<file path="config.mk">
export PLATFORM = sky130hd
export DESIGN_NAME = game_sequencer_flat
export DESIGN_NICKNAME = d
export VERILOG_FILES = /design/src/rtl/game_sequencer_if.sv /design/src/rtl/game_sequencer.sv /design/src/flat_wrapper.sv
export SDC_FILE = /design/constraint.sdc
export NUM_CORES = 1
export LEC_CHECK = 0
export CAP_MARGIN = 20
export CORE_MARGIN = 5
export CORE_UTILIZATION = 60
export DETAILED_ROUTE_END_ITERATION = 7
export DONT_BUFFER_PORTS = 1
export GPL_ROUTABILITY_DRIVEN = 0
export PLACE_DENSITY = 0.76
export SETUP_SLACK_MARGIN = 0.2
export SYNTH_ARGS = -nofsm -noshare
export SYNTH_HDL_FRONTEND = slang
export SYNTH_SLANG_ARGS = --single-unit
</file>
<file path="constraint.sdc">
create_clock -name CLK_27MHZ -period 8.2 [get_ports CLK_27MHZ]
set_clock_uncertainty 0.05 [all_clocks]
set_input_delay 1.64 -clock CLK_27MHZ [delete_from_list [all_inputs] [get_ports CLK_27MHZ]]
set_output_delay 1.64 -clock CLK_27MHZ [all_outputs]
set_load 0.02 [all_outputs]
</file>
<file path="src/rtl/game_sequencer_if.sv">
// Game sequencer bus: the frame/button/jump inputs that drive the sequencer
// and the game-state snapshot it publishes to the pattern generator.
//   frame_start   1   frame pulse from the screen driver
//   button        1   raw start/restart button, active-low, asynchronous
//   jump_active   1   cat airborne (suppresses collision)
//   state         2   00 START, 01 PLAY, 10 OVER
//   gameon        1   state == PLAY
//   score_bcd     16  four BCD digits, thousands in [15:12]
//   speed_factor  4   obstacle step per frame
//   obs_end       8   exclusive right edge of the obstacle
//   frame_update  1   outputs refreshed this cycle
// master: the sequencer side; slave: the surrounding datapath side.
interface game_sequencer_if;
  logic        frame_start;
  logic        button;
  logic        jump_active;
  logic [1:0]  state;
  logic        gameon;
  logic [15:0] score_bcd;
  logic [3:0]  speed_factor;
  logic [7:0]  obs_end;
  logic        frame_update;

  modport master (
    input  frame_start, button, jump_active,
    output state, gameon, score_bcd, speed_factor, obs_end, frame_update
  );

  modport slave (
    output frame_start, button, jump_active,
    input  state, gameon, score_bcd, speed_factor, obs_end, frame_update
  );
endinterface

</file>
<file path="src/rtl/game_sequencer.sv">
// game_sequencer: debounces the start button, runs the START/PLAY/OVER game
// FSM, moves the obstacle, detects collisions and accumulates a saturating
// BCD score with speed scaling. All game state changes on frame_start so the
// pattern generator always renders a consistent snapshot.
// Ports:
//   CLK_27MHZ  in   system clock
//   reset      in   synchronous, active-high
//   bus        game_sequencer_if.master (frame_start, button, jump_active in;
//              state, gameon, score_bcd, speed_factor, obs_end,
//              frame_update out, all registered)
module game_sequencer #(
  parameter int DEBOUNCE_CYCLES  = 270000,
  parameter int SCORE_DIV_FRAMES = 6,
  parameter int SPEED_STEP       = 200,
  parameter int MAX_SPEED        = 8,
  parameter int SCREEN_WIDTH     = 128,
  parameter int OBS_WIDTH        = 8,
  parameter int CAT_X            = 36,
  parameter int CAT_WIDTH        = 16
) (
  input logic              CLK_27MHZ,
  input logic              reset,
  game_sequencer_if.master bus
);

  localparam int DB_W  = $clog2(DEBOUNCE_CYCLES + 1);
  localparam int DIV_W = (SCORE_DIV_FRAMES > 1) ? $clog2(SCORE_DIV_FRAMES) : 1;

  localparam logic [7:0]       OBS_RELOAD = 8'(SCREEN_WIDTH + OBS_WIDTH);
  // Overlap test 36 < obs_end < 60 (defaults), done in 10 bits so that
  // obs_end - OBS_WIDTH never has to be formed and cannot underflow.
  localparam logic [9:0]       HIT_LO     = 10'(CAT_X);
  localparam logic [9:0]       HIT_HI     = 10'(CAT_X + CAT_WIDTH + OBS_WIDTH);
  localparam logic [DB_W-1:0]  DB_LAST    = DB_W'(DEBOUNCE_CYCLES - 1);
  localparam logic [DIV_W-1:0] DIV_LAST   = DIV_W'(SCORE_DIV_FRAMES - 1);
  localparam logic [15:0]      STEP       = 16'(SPEED_STEP);
  localparam logic [3:0]       SPEED_MAX  = 4'(MAX_SPEED);

  typedef enum logic [1:0] {
    ST_START = 2'b00,
    ST_PLAY  = 2'b01,
    ST_OVER  = 2'b10
  } game_state_e;

  // Adds inc (0..15) to a 4-digit BCD value; any overflow past 9999 saturates.
  function automatic logic [15:0] bcd_add_sat(input logic [15:0] a, input logic [3:0] inc);
    logic [15:0] inc_v;
    logic [15:0] r;
    logic [4:0]  d;
    logic        carry;
    inc_v = (inc >= 4'd10) ? {8'd0, 4'd1, inc - 4'd10} : {12'd0, inc};
    r     = 16'd0;
    carry = 1'b0;
    for (int i = 0; i < 4; i++) begin
      d = {1'b0, a[i*4 +: 4]} + {1'b0, inc_v[i*4 +: 4]} + {4'd0, carry};
      if (d > 5'd9) begin
        d     = d + 5'd6;
        carry = 1'b1;
      end else begin
        carry = 1'b0;
      end
      r[i*4 +: 4] = d[3:0];
    end
    if (carry) begin
      r = 16'h9999;
    end
    return r;
  endfunction

  logic             sync1_r, sync2_r, db_level_r, press_pending_r;
  logic [DB_W-1:0]  db_cnt_r;
  game_state_e      state_r;
  logic             gameon_r, frame_update_r;
  logic [15:0]      score_r, acc_r;
  logic [3:0]       speed_r;
  logic [7:0]       obs_r;
  logic [DIV_W-1:0] div_r;

  logic             db_fall_s, collide_s, div_wrap_s;
  logic [7:0]       obs_move_s;
  logic [15:0]      score_inc_s, acc_sum_s, acc_next_s;
  logic [3:0]       speed_next_s;

  // Debounced level is about to go 1->0 this edge: a new accepted press.
  assign db_fall_s = db_level_r & ~sync2_r & (db_cnt_r == DB_LAST);

  // Button synchronizer and debounce counter.
  always_ff @(posedge CLK_27MHZ) begin
    if (reset) begin
      sync1_r    <= 1'b1;
      sync2_r    <= 1'b1;
      db_level_r <= 1'b1;
      db_cnt_r   <= {DB_W{1'b0}};
    end else begin
      sync1_r <= bus.button;
      sync2_r <= sync1_r;
      if (sync2_r != db_level_r) begin
        if (db_cnt_r == DB_LAST) begin
          db_level_r <= sync2_r;
          db_cnt_r   <= {DB_W{1'b0}};
        end else begin
          db_cnt_r <= db_cnt_r + DB_W'(1'b1);
        end
      end else begin
        db_cnt_r <= {DB_W{1'b0}};
      end
    end
  end

  // Press latch; every frame consumes it, including a press landing on that edge.
  always_ff @(posedge CLK_27MHZ) begin
    if (reset) begin
      press_pending_r <= 1'b0;
    end else if (bus.frame_start) begin
      press_pending_r <= 1'b0;
    end else if (db_fall_s) begin
      press_pending_r <= 1'b1;
    end
  end

  // Next-frame candidates for collision, obstacle, score and speed.
  always_comb begin
    collide_s    = 1'b0;
    obs_move_s   = obs_r;
    div_wrap_s   = (div_r == DIV_LAST);
    score_inc_s  = bcd_add_sat(score_r, speed_r);
    acc_sum_s    = acc_r + {12'd0, speed_r};
    acc_next_s   = acc_sum_s;
    speed_next_s = speed_r;
    if (!bus.jump_active) begin
      collide_s = ({2'b00, obs_r} > HIT_LO) && ({2'b00, obs_r} < HIT_HI);
    end else begin
      collide_s = 1'b0;
    end
    if (obs_r <= {4'd0, speed_r}) begin
      obs_move_s = OBS_RELOAD;
    end else begin
      obs_move_s = obs_r - {4'd0, speed_r};
    end
    if (acc_sum_s >= STEP) begin
      acc_next_s   = acc_sum_s - STEP;
      speed_next_s = (speed_r < SPEED_MAX) ? speed_r + 4'd1 : speed_r;
    end else begin
      acc_next_s   = acc_sum_s;
      speed_next_s = speed_r;
    end
  end

  // Game FSM with registered outputs; game state moves only on frame_start.
  always_ff @(posedge CLK_27MHZ) begin
    if (reset) begin
      state_r        <= ST_START;
      gameon_r       <= 1'b0;
      score_r        <= 16'd0;
      speed_r        <= 4'd1;
      obs_r          <= OBS_RELOAD;
      div_r          <= {DIV_W{1'b0}};
      acc_r          <= 16'd0;
      frame_update_r <= 1'b0;
    end else begin
      frame_update_r <= bus.frame_start;
      case (state_r)
        ST_START: begin
          if (bus.frame_start) begin
            score_r <= 16'd0;
            speed_r <= 4'd1;
            obs_r   <= OBS_RELOAD;
            div_r   <= {DIV_W{1'b0}};
            acc_r   <= 16'd0;
            if (press_pending_r) begin
              state_r  <= ST_PLAY;
              gameon_r <= 1'b1;
            end
          end
        end
        ST_PLAY: begin
          if (bus.frame_start) begin
            if (collide_s) begin
              state_r  <= ST_OVER;
              gameon_r <= 1'b0;
            end else begin
              obs_r <= obs_move_s;
              if (div_wrap_s) begin
                div_r   <= {DIV_W{1'b0}};
                score_r <= score_inc_s;
                acc_r   <= acc_next_s;
                speed_r <= speed_next_s;
              end else begin
                div_r <= div_r + DIV_W'(1'b1);
              end
            end
          end
        end
        ST_OVER: begin
          if (bus.frame_start && press_pending_r) begin
            state_r  <= ST_START;
            gameon_r <= 1'b0;
            score_r  <= 16'd0;
            speed_r  <= 4'd1;
            obs_r    <= OBS_RELOAD;
            div_r    <= {DIV_W{1'b0}};
            acc_r    <= 16'd0;
          end
        end
        default: begin
          // Unreachable encoding 11: recover to START immediately.
          state_r  <= ST_START;
          gameon_r <= 1'b0;
          score_r  <= 16'd0;
          speed_r  <= 4'd1;
          obs_r    <= OBS_RELOAD;
          div_r    <= {DIV_W{1'b0}};
          acc_r    <= 16'd0;
        end
      endcase
    end
  end

  assign bus.state        = state_r;
  assign bus.gameon       = gameon_r;
  assign bus.score_bcd    = score_r;
  assign bus.speed_factor = speed_r;
  assign bus.obs_end      = obs_r;
  assign bus.frame_update = frame_update_r;

endmodule

</file>
<file path="src/flat_wrapper.sv">
// flat-port wrapper written by rule: the top's interface ports become plain ports
module game_sequencer_flat 
#(
  parameter int DEBOUNCE_CYCLES  = 270000,
  parameter int SCORE_DIV_FRAMES = 6,
  parameter int SPEED_STEP       = 200,
  parameter int MAX_SPEED        = 8,
  parameter int SCREEN_WIDTH     = 128,
  parameter int OBS_WIDTH        = 8,
  parameter int CAT_X            = 36,
  parameter int CAT_WIDTH        = 16
)
  (CLK_27MHZ, reset, bus_frame_start, bus_button, bus_jump_active, bus_state, bus_gameon, bus_score_bcd, bus_speed_factor, bus_obs_end, bus_frame_update);
  game_sequencer_if bus_i ();
  input logic CLK_27MHZ;
  input logic reset;
  input wire logic [$bits(bus_i.frame_start)-1:0] bus_frame_start;
  input wire logic [$bits(bus_i.button)-1:0] bus_button;
  input wire logic [$bits(bus_i.jump_active)-1:0] bus_jump_active;
  output wire logic [$bits(bus_i.state)-1:0] bus_state;
  output wire logic [$bits(bus_i.gameon)-1:0] bus_gameon;
  output wire logic [$bits(bus_i.score_bcd)-1:0] bus_score_bcd;
  output wire logic [$bits(bus_i.speed_factor)-1:0] bus_speed_factor;
  output wire logic [$bits(bus_i.obs_end)-1:0] bus_obs_end;
  output wire logic [$bits(bus_i.frame_update)-1:0] bus_frame_update;
  assign bus_i.frame_start = bus_frame_start;
  assign bus_i.button = bus_button;
  assign bus_i.jump_active = bus_jump_active;
  assign bus_state = bus_i.state;
  assign bus_gameon = bus_i.gameon;
  assign bus_score_bcd = bus_i.score_bcd;
  assign bus_speed_factor = bus_i.speed_factor;
  assign bus_obs_end = bus_i.obs_end;
  assign bus_frame_update = bus_i.frame_update;
  game_sequencer #(.DEBOUNCE_CYCLES(DEBOUNCE_CYCLES), .SCORE_DIV_FRAMES(SCORE_DIV_FRAMES), .SPEED_STEP(SPEED_STEP), .MAX_SPEED(MAX_SPEED), .SCREEN_WIDTH(SCREEN_WIDTH), .OBS_WIDTH(OBS_WIDTH), .CAT_X(CAT_X), .CAT_WIDTH(CAT_WIDTH)) u_core (.CLK_27MHZ(CLK_27MHZ), .reset(reset), .bus(bus_i));
endmodule
</file>
== Yosys cells after proc, flatten, opt, wreduce, memory -nomap -nowiden ==
Cells that the tools add are included.
Operators by class
  $add $sub $neg: 18
  magnitude comparators: 10
  eq/ne operators: 14
  mux-type cells: 54
  bitwise operators: 4
  reduce and logical (&&, ||, !) cells: 10
Operators with widths (count)
  16-bit two-way mux: 10
  16-bit case mux with 3 select lines: 2
  4-bit two-way mux: 11
  8-bit two-way mux: 5
  8-bit case mux with 3 select lines: 1
  5-bit by 4-bit > comparator with 1-bit output (second input constant): 4
  19-bit by 1-bit adder with 19-bit output (second input constant): 1
  19-bit == test (second input constant): 1
  16-bit by 4-bit adder with 16-bit output: 1
  4-bit by 3-bit adder with 4-bit output (second input constant): 4
  16-bit by 8-bit greater-or-equal comparator with 1-bit output (second input constant): 1
  16-bit by 8-bit subtractor with 16-bit output (second input constant): 1
  5-bit by 1-bit adder with 5-bit output: 3
  3-bit two-way mux: 5
  2-bit by 1-bit != test with 1-bit output (second input constant): 6
  4-bit case mux with 3 select lines: 1
  4-bit by 4-bit adder with 5-bit output: 2
  4-bit by 4-bit adder with 5-bit output (second input constant): 2
  1-bit two-way mux: 10
  2-bit two-way mux: 5
  5-bit AND reduction: 2
  3-bit case mux with 3 select lines: 1
  8-bit by 6-bit > comparator with 1-bit output (second input constant): 1
  8-bit by 4-bit <= comparator with 1-bit output: 1
  other kinds (24): 29
Word-level totals
  bits in registers: 74
  word-level logic and storage cells: 123

== Logic depth before layout (Yosys ltp) ==
  word-level depth: 19
  gate-level depth with buffers: 32
  depth with buffers taken out: 30

== Worst setup path after synthesis ==
No wires, ideal clock.
  kind: register to register
  start point: reg u_core.speed_r[2] (netlist: u_core.bus.speed_factor[2])
  end point: reg u_core.score_r[10] (netlist: u_core.bus.score_bcd[10])
  setup time: 117 ps
  data arrival time: 6016 ps
  data required time: 8033 ps
  setup slack: 2018 ps
  cell stages (with the launch flop): 30
  period minus slack after synthesis: 6182 ps
  cells stage by stage: dfxtp_1 > inv_1 > ha_1 > a211oi_1 > nand2b_1 > mux2i_1 > fa_1 > xnor2_1 > and2_1 > o21ai_0 > fa_1 > ha_1 > inv_1 > a21oi_1 > nand2_1 > a21oi_1 > ha_1 > ha_1 > clkbuf_1 > nor2_1 > nor2_1 > nor2_1 > a21oi_1 > ha_1 > ha_1 > nor2_1 > mux2_2 > a21oi_1 > nor2_1 > a22o_1
On the way
  longest elaborated chain between the ends: 19
  elaborated cells between the ends (all ways): 23
  those cells by class: add/sub (7); order compare (5); mux (11)
Ends and longest elaborated chain
  start, declared: line game_sequencer.sv:75  | logic [3:0] speed_r;
  start signal, assigned: line game_sequencer.sv:187  | speed_r <= speed_next_s;
  4-bit subtractor / 4-bit greater-or-equal comparator (equally long branches): line game_sequencer.sv:51  | inc_v = (inc >= 4'd10) ? {8'd0, 4'd1, inc - 4'd10} : {12'd0, inc};
  5-bit two-way mux *: line game_sequencer.sv:51
  4-bit by 4-bit adder with 5-bit output: line game_sequencer.sv:55  | d = {1'b0, a[i*4 +: 4]} + {1'b0, inc_v[i*4 +: 4]} + {4'd0, carry};
  5-bit by 4-bit > comparator with 1-bit output: line game_sequencer.sv:56  | if (d > 5'd9) begin
  1-bit two-way mux: line game_sequencer.sv:56
  5-bit by 1-bit adder with 5-bit output *: line game_sequencer.sv:55
  5-bit by 4-bit > comparator with 1-bit output *: line game_sequencer.sv:56
  1-bit two-way mux *: line game_sequencer.sv:56
  [3 not listed]
  5-bit by 1-bit adder with 5-bit output: line game_sequencer.sv:55
  5-bit by 4-bit > comparator with 1-bit output: line game_sequencer.sv:56
  1-bit two-way mux: line game_sequencer.sv:56
  16-bit two-way mux *: line game_sequencer.sv:64  | if (carry) begin
  16-bit two-way mux *: line game_sequencer.sv:183  | if (div_wrap_s) begin
  16-bit two-way mux *: line game_sequencer.sv:178  | if (collide_s) begin
  16-bit two-way mux *: line game_sequencer.sv:177  | if (bus.frame_start) begin
  16-bit case mux with 3 select lines *: line game_sequencer.sv:162  | case (state_r)
  end signal, assigned: line game_sequencer.sv:185  | score_r <= score_inc_s;
  end, declared: line game_sequencer.sv:74  | logic [15:0] score_r, acc_r;
Every way passes the cells marked *; elsewhere a longest branch is shown, timed or not. The select of a mux whose other input is x is not followed.
A chain may end at the register's enable or synchronous reset.

== Final worst setup path ==
  start point: reg u_core.speed_r[2] (netlist: u_core.bus.speed_factor[2])
  end point: reg u_core.score_r[9] (netlist: u_core.bus.score_bcd[9])
Same word-level chain as after synthesis.

==> metrics.txt <==
# TYPE chip_impl_metric gauge
chip_impl_metric{name="switchingPower",unit="uW"} 175
chip_impl_metric{name="routed_wirelength",unit="um"} 10000
chip_impl_metric{name="slew_viol_final",unit=""} 0
chip_impl_metric{name="tritoncts.num_buffers",unit=""} 9
chip_impl_metric{name="cts.sinks",unit=""} 73
chip_impl_metric{name="htreeDepth",unit=""} 3
chip_impl_metric{name="max-clock-path-buffers",unit=""} 2
chip_impl_metric{name="cts_hold_buf",unit=""} 0
chip_impl_metric{name="vias",unit=""} 3887
chip_impl_metric{name="average_wire_per_standard_cell",unit="um"} 15.2
chip_impl_metric{name="synth.area.mux_share",unit=""} 0.0182
chip_impl_metric{name="slew_headroom",unit=""} 0.332
chip_impl_info{name="synthFlopType",value="sky130_fd_sc_hd__dfxtp_1"} 1
chip_impl_info{name="timing.hold.worst.class",value="flip-flop to flip-flop"} 1
chip_impl_metric{name="switching_share",unit=""} 0.267
chip_impl_metric{name="post_synth_inst_count",unit=""} 563
chip_impl_metric{name="share_of_synthesized_registers_carrying_an_async_set_or_reset",unit=""} 0
chip_impl_metric{name="fmax",unit="MHz"} 141
chip_impl_metric{name="power.internal",unit="uW"} 482
chip_impl_metric{name="synth_area_in_compound_gates",unit=""} 0.203
chip_impl_metric{name="firstDrtPassIters",unit=""} 4
chip_impl_info{name="cell_types_occupying_the_most_area_after_synthesis",value="sky130_fd_sc_hd__dfxtp_1, sky130_fd_sc_hd__ha_1, sky130_fd_sc_hd__xnor2_1, sky130_fd_sc_hd__nor2_1, sky130_fd_sc_hd__nand2_1"} 1
chip_impl_metric{name="overall_power_of_the_completed_layout",unit="uW"} 657
chip_impl_info{name="synth_top_family_by_area",value="simple AND/OR/NAND/NOR gates"} 1
chip_impl_metric{name="number_of_enable_flip_flop_cells_after_synthesis",unit=""} 0
chip_impl_metric{name="first_global_vias",unit=""} 3822
chip_impl_metric{name="final_antenna_net_count",unit=""} 0
chip_impl_metric{name="hold_violations",unit=""} 0
chip_impl_metric{name="timing.final.crit_share",unit=""} 0.862
chip_impl_metric{name="synth_cell_type_count",unit=""} 66
chip_impl_metric{name="synth_sequential_area_ratio",unit=""} 0.317
chip_impl_metric{name="timing_worst_slew_pin_value",unit="ns"} 0.998
chip_impl_metric{name="synth-xor-area-share",unit=""} 0.0953
chip_impl_metric{name="cts.reportedPaths.clkPinSlew",unit="ns"} 0.09
chip_impl_metric{name="ir_worst_vdd",unit="uV"} 90.4
chip_impl_metric{name="syn-num-nets",unit=""} 599
chip_impl_metric{name="grt_pass1_wl",unit="um"} 17000
chip_impl_info{name="synth_area_leader_cell",value="sky130_fd_sc_hd__dfxtp_1"} 1
chip_impl_info{name="crit_slowest_cell",value="sky130_fd_sc_hd__dfxtp_1"} 1
chip_impl_metric{name="worst_ep_arrival_time",unit="ns"} 7.26
chip_impl_metric{name="max_stage_delay",unit="ns"} 0.55
chip_impl_metric{name="fp.coreArea",unit="um2"} 7610
chip_impl_metric{name="grt_start_max_net_pins",unit=""} 30
chip_impl_metric{name="final_layout_size_suffix_gt1_frac",unit=""} 0.0683
chip_impl_metric{name="finalSetupViolCount",unit=""} 0
chip_impl_info{name="path_common_cell",value="sky130_fd_sc_hd__ha_1"} 1
chip_impl_metric{name="synth.yosys.warnings",unit=""} 0
chip_impl_metric{name="synth_adder_area_share",unit=""} 0.0907
chip_impl_metric{name="synth_largest_type_area_fraction",unit=""} 0.317
chip_impl_metric{name="place.port_buffers",unit=""} 0
chip_impl_info{name="critical_path.startpoint_type",value="flip-flop"} 1
chip_impl_metric{name="timing.critical_path.fanout_max",unit=""} 9
chip_impl_metric{name="place.detailed.hpwl",unit="um"} 7250
chip_impl_metric{name="post_cts_resized",unit=""} 0
chip_impl_metric{name="static-leakage-power",unit="nW"} 1.78
chip_impl_metric{name="antenna_found_initial",unit=""} 0
chip_impl_metric{name="setup-tns-final",unit="ns"} 0
chip_impl_info{name="crit_path_kind",value="flip-flop to flip-flop"} 1
chip_impl_info{name="endpoint_kind",value="flip-flop"} 1
chip_impl_metric{name="grt_use_total",unit=""} 0.209
chip_impl_metric{name="synth_simple_gate_area_share",unit=""} 0.232
chip_impl_metric{name="syn_to_final_growth",unit="%"} 4.81
chip_impl_info{name="clock_tree.root_cell",value="sky130_fd_sc_hd__clkbuf_8"} 1
chip_impl_metric{name="mapped_avg_cell_area",unit="um2"} 8.19
chip_impl_metric{name="die_area",unit="um2"} 9530
chip_impl_metric{name="dieHeight",unit="um"} 97.6
chip_impl_metric{name="maxCapViolCount",unit=""} 0
chip_impl_metric{name="diodes",unit=""} 0
chip_impl_metric{name="detailedRoute.firstIterationViolations",unit=""} 160
chip_impl_metric{name="clock_latency",unit="ns"} 0.35
chip_impl_metric{name="seq_power_share",unit=""} 0.552
chip_impl_metric{name="floorplan.initialDensity",unit=""} 0.606
chip_impl_metric{name="power.share.combinational",unit=""} 0.037
chip_impl_metric{name="post-route-drc-count",unit=""} 0
chip_impl_metric{name="die_width",unit="um"} 97.6
chip_impl_metric{name="via_per_inst",unit=""} 5.91
chip_impl_metric{name="io-pin-count",unit=""} 37
chip_impl_metric{name="cellPowerDensity",unit="nW/um2"} 136
chip_impl_metric{name="p_clk_frac",unit=""} 0.411
chip_impl_metric{name="yosys_register_bits",unit=""} 73
chip_impl_metric{name="fin_crit",unit="ns"} 7.07
chip_impl_metric{name="floorplan.rows",unit=""} 32
chip_impl_info{name="tritoncts",value="yes"} 1
chip_impl_info{name="unrepaired_setup_endpoints_after_global_routing",value="false"} 1
chip_impl_metric{name="required",unit="ns"} 8.39
chip_impl_info{name="run_status",value="finished, final reports clean"} 1
chip_impl_metric{name="design.final.nets",unit=""} 587
chip_impl_metric{name="post_cts_buffers",unit=""} 0
chip_impl_metric{name="globalRoute.totalOverflow",unit=""} 0
chip_impl_metric{name="synth.cell_area",unit="um2"} 4610
## cells in the mapped netlist (6+ instances only)
library cell,n
sky130_fd_sc_hd__a22o_1,10
sky130_fd_sc_hd__nor4_1,6
sky130_fd_sc_hd__nand4_1,10
sky130_fd_sc_hd__nor2_1,65
sky130_fd_sc_hd__nand3_1,21
sky130_fd_sc_hd__xor2_1,19
sky130_fd_sc_hd__nand2b_1,6
sky130_fd_sc_hd__a21o_1,11
sky130_fd_sc_hd__nor3_1,20
sky130_fd_sc_hd__a21oi_1,31
sky130_fd_sc_hd__o21bai_1,7
sky130_fd_sc_hd__dfxtp_1,73
sky130_fd_sc_hd__o21ai_0,31
sky130_fd_sc_hd__xnor2_1,28
sky130_fd_sc_hd__nand2_1,51
sky130_fd_sc_hd__inv_1,23
sky130_fd_sc_hd__a211oi_1,7
sky130_fd_sc_hd__ha_1,27
sky130_fd_sc_hd__clkbuf_1,19
## critical path: cells and delay by family (launching register included)
kind	cells	cell delay, ns
AOI/OAI and AO/OA	8	1.77
xor gates and xnor gates	1	0.28
adders and majority gates	8	2.52
buffers and inverters	3	0.50
DFF	1	0.55
muxes	2	0.42
and+or+nand+nor	6	0.87
## logic make-up (layout without fill, tap and decap cells)
kind of cell | count (synthesis) | in the layout
muxes | 8 | 8
adders and majority gates | 31 | 31
xor gates and xnor gates | 48 | 48
and+or+nand+nor | 219 | 219
DFF | 73 | 73
AOI/OAI and AO/OA | 136 | 136
buffers and inverters | 48 | 41
## flip-flops by register name, summed over array words and instances, names as in the netlist, 2 cells and up
| name | count |
|---|---|
| u_core.acc_r | 16 |
| u_core.bus.state | 2 |
| u_core.bus.score_bcd | 16 |
| u_core.db_cnt_r | 19 |
| u_core.bus.speed_factor | 4 |
| u_core.div_r | 3 |
| u_core.bus.obs_end | 8 |
## power by group through the flow
stage,clock (mW),combinational (mW),sequential (mW)
after CTS,0.274,0.0246,0.363
after global placement,0,0.0236,0.371
after global routing,0.292,0.0274,0.364
final,0.270,0.0244,0.363
after detailed placement,0,0.0245,0.371
after floorplan,0,0.0206,0.370
## cell type report
type                            instances  area, um2
Inverter                               23       86.3
Tap cell                              102        128
Timing Repair Buffer                    2       15.0
Clock inverter                          7       60.1
Fill cell                             675       2780
Multi-Input combinational cell        442       2960
Sequential cell                        73       1460
Clock buffer                            9        124
## per-stage QoR
step | setup WS [ns] | utilization | cell area [um2] | std cells | hold WS [ns]
global placement | 1.49 | 0.611 | 4650 | 642 | 0.351
finish | 1.13 | 0.635 | 4830 | 658 | 0.375
CTS | 1.13 | 0.635 | 4830 | 658 | 0.376
global route | 0.492 | 0.635 | 4830 | 658 | 0.401
detailed placement | 1.15 | 0.611 | 4650 | 642 | 0.347
floorplan | 2.02 | - | 4610 | 563 | 0.339
## layout by cell type, fill, tap and decap left out, drive strengths merged, types with 4 or more instances in the layout
cell type,netlist,layout
dfxtp,73,73
nor2,67,67
nand2,51,51
o21ai,33,33
a21oi,32,32
xnor2,28,28
ha,27,27
inv,23,27
nand3,21,21
nor3,20,20
xor2,20,20
a21o,11,11
nand4,10,10
a22o,10,10
clkbuf,20,9
a211oi,9,9
o21bai,7,7
nor4,7,7
nand2b,6,6
o2111ai,6,6
o211ai,6,6
mux2i,5,5
and3,5,5
or2,5,5
nor4b,4,4
nor2b,4,4
nand3b,4,4
fa,4,4
## worst paths after layout
path | startpoint | endpoint | slack [ns] | cells past startpoint
worst max-delay path | u_core.bus.speed_factor[2] | u_core.bus.score_bcd[9] | 1.13 | 28
worst min-delay path | u_core.sync1_r | u_core.sync2_r | 0.37 | 1
worst max register to register | u_core.bus.speed_factor[2] | u_core.bus.score_bcd[9] | 1.13 | 28
worst min register to register | u_core.sync1_r | u_core.sync2_r | 0.37 | 1
## per-layer routing
metal	vias up	part of all wire	track usage	routed length, um
li1	1977	-	-	-
met1	1823	0.45	0.253	4540
met2	69	0.48	0.364	4840
met3	18	0.043	0.0510	434
met4	0	0.019	0.0692	194
met5	-	0	0	0
Power figures use the tool's default switching activity.
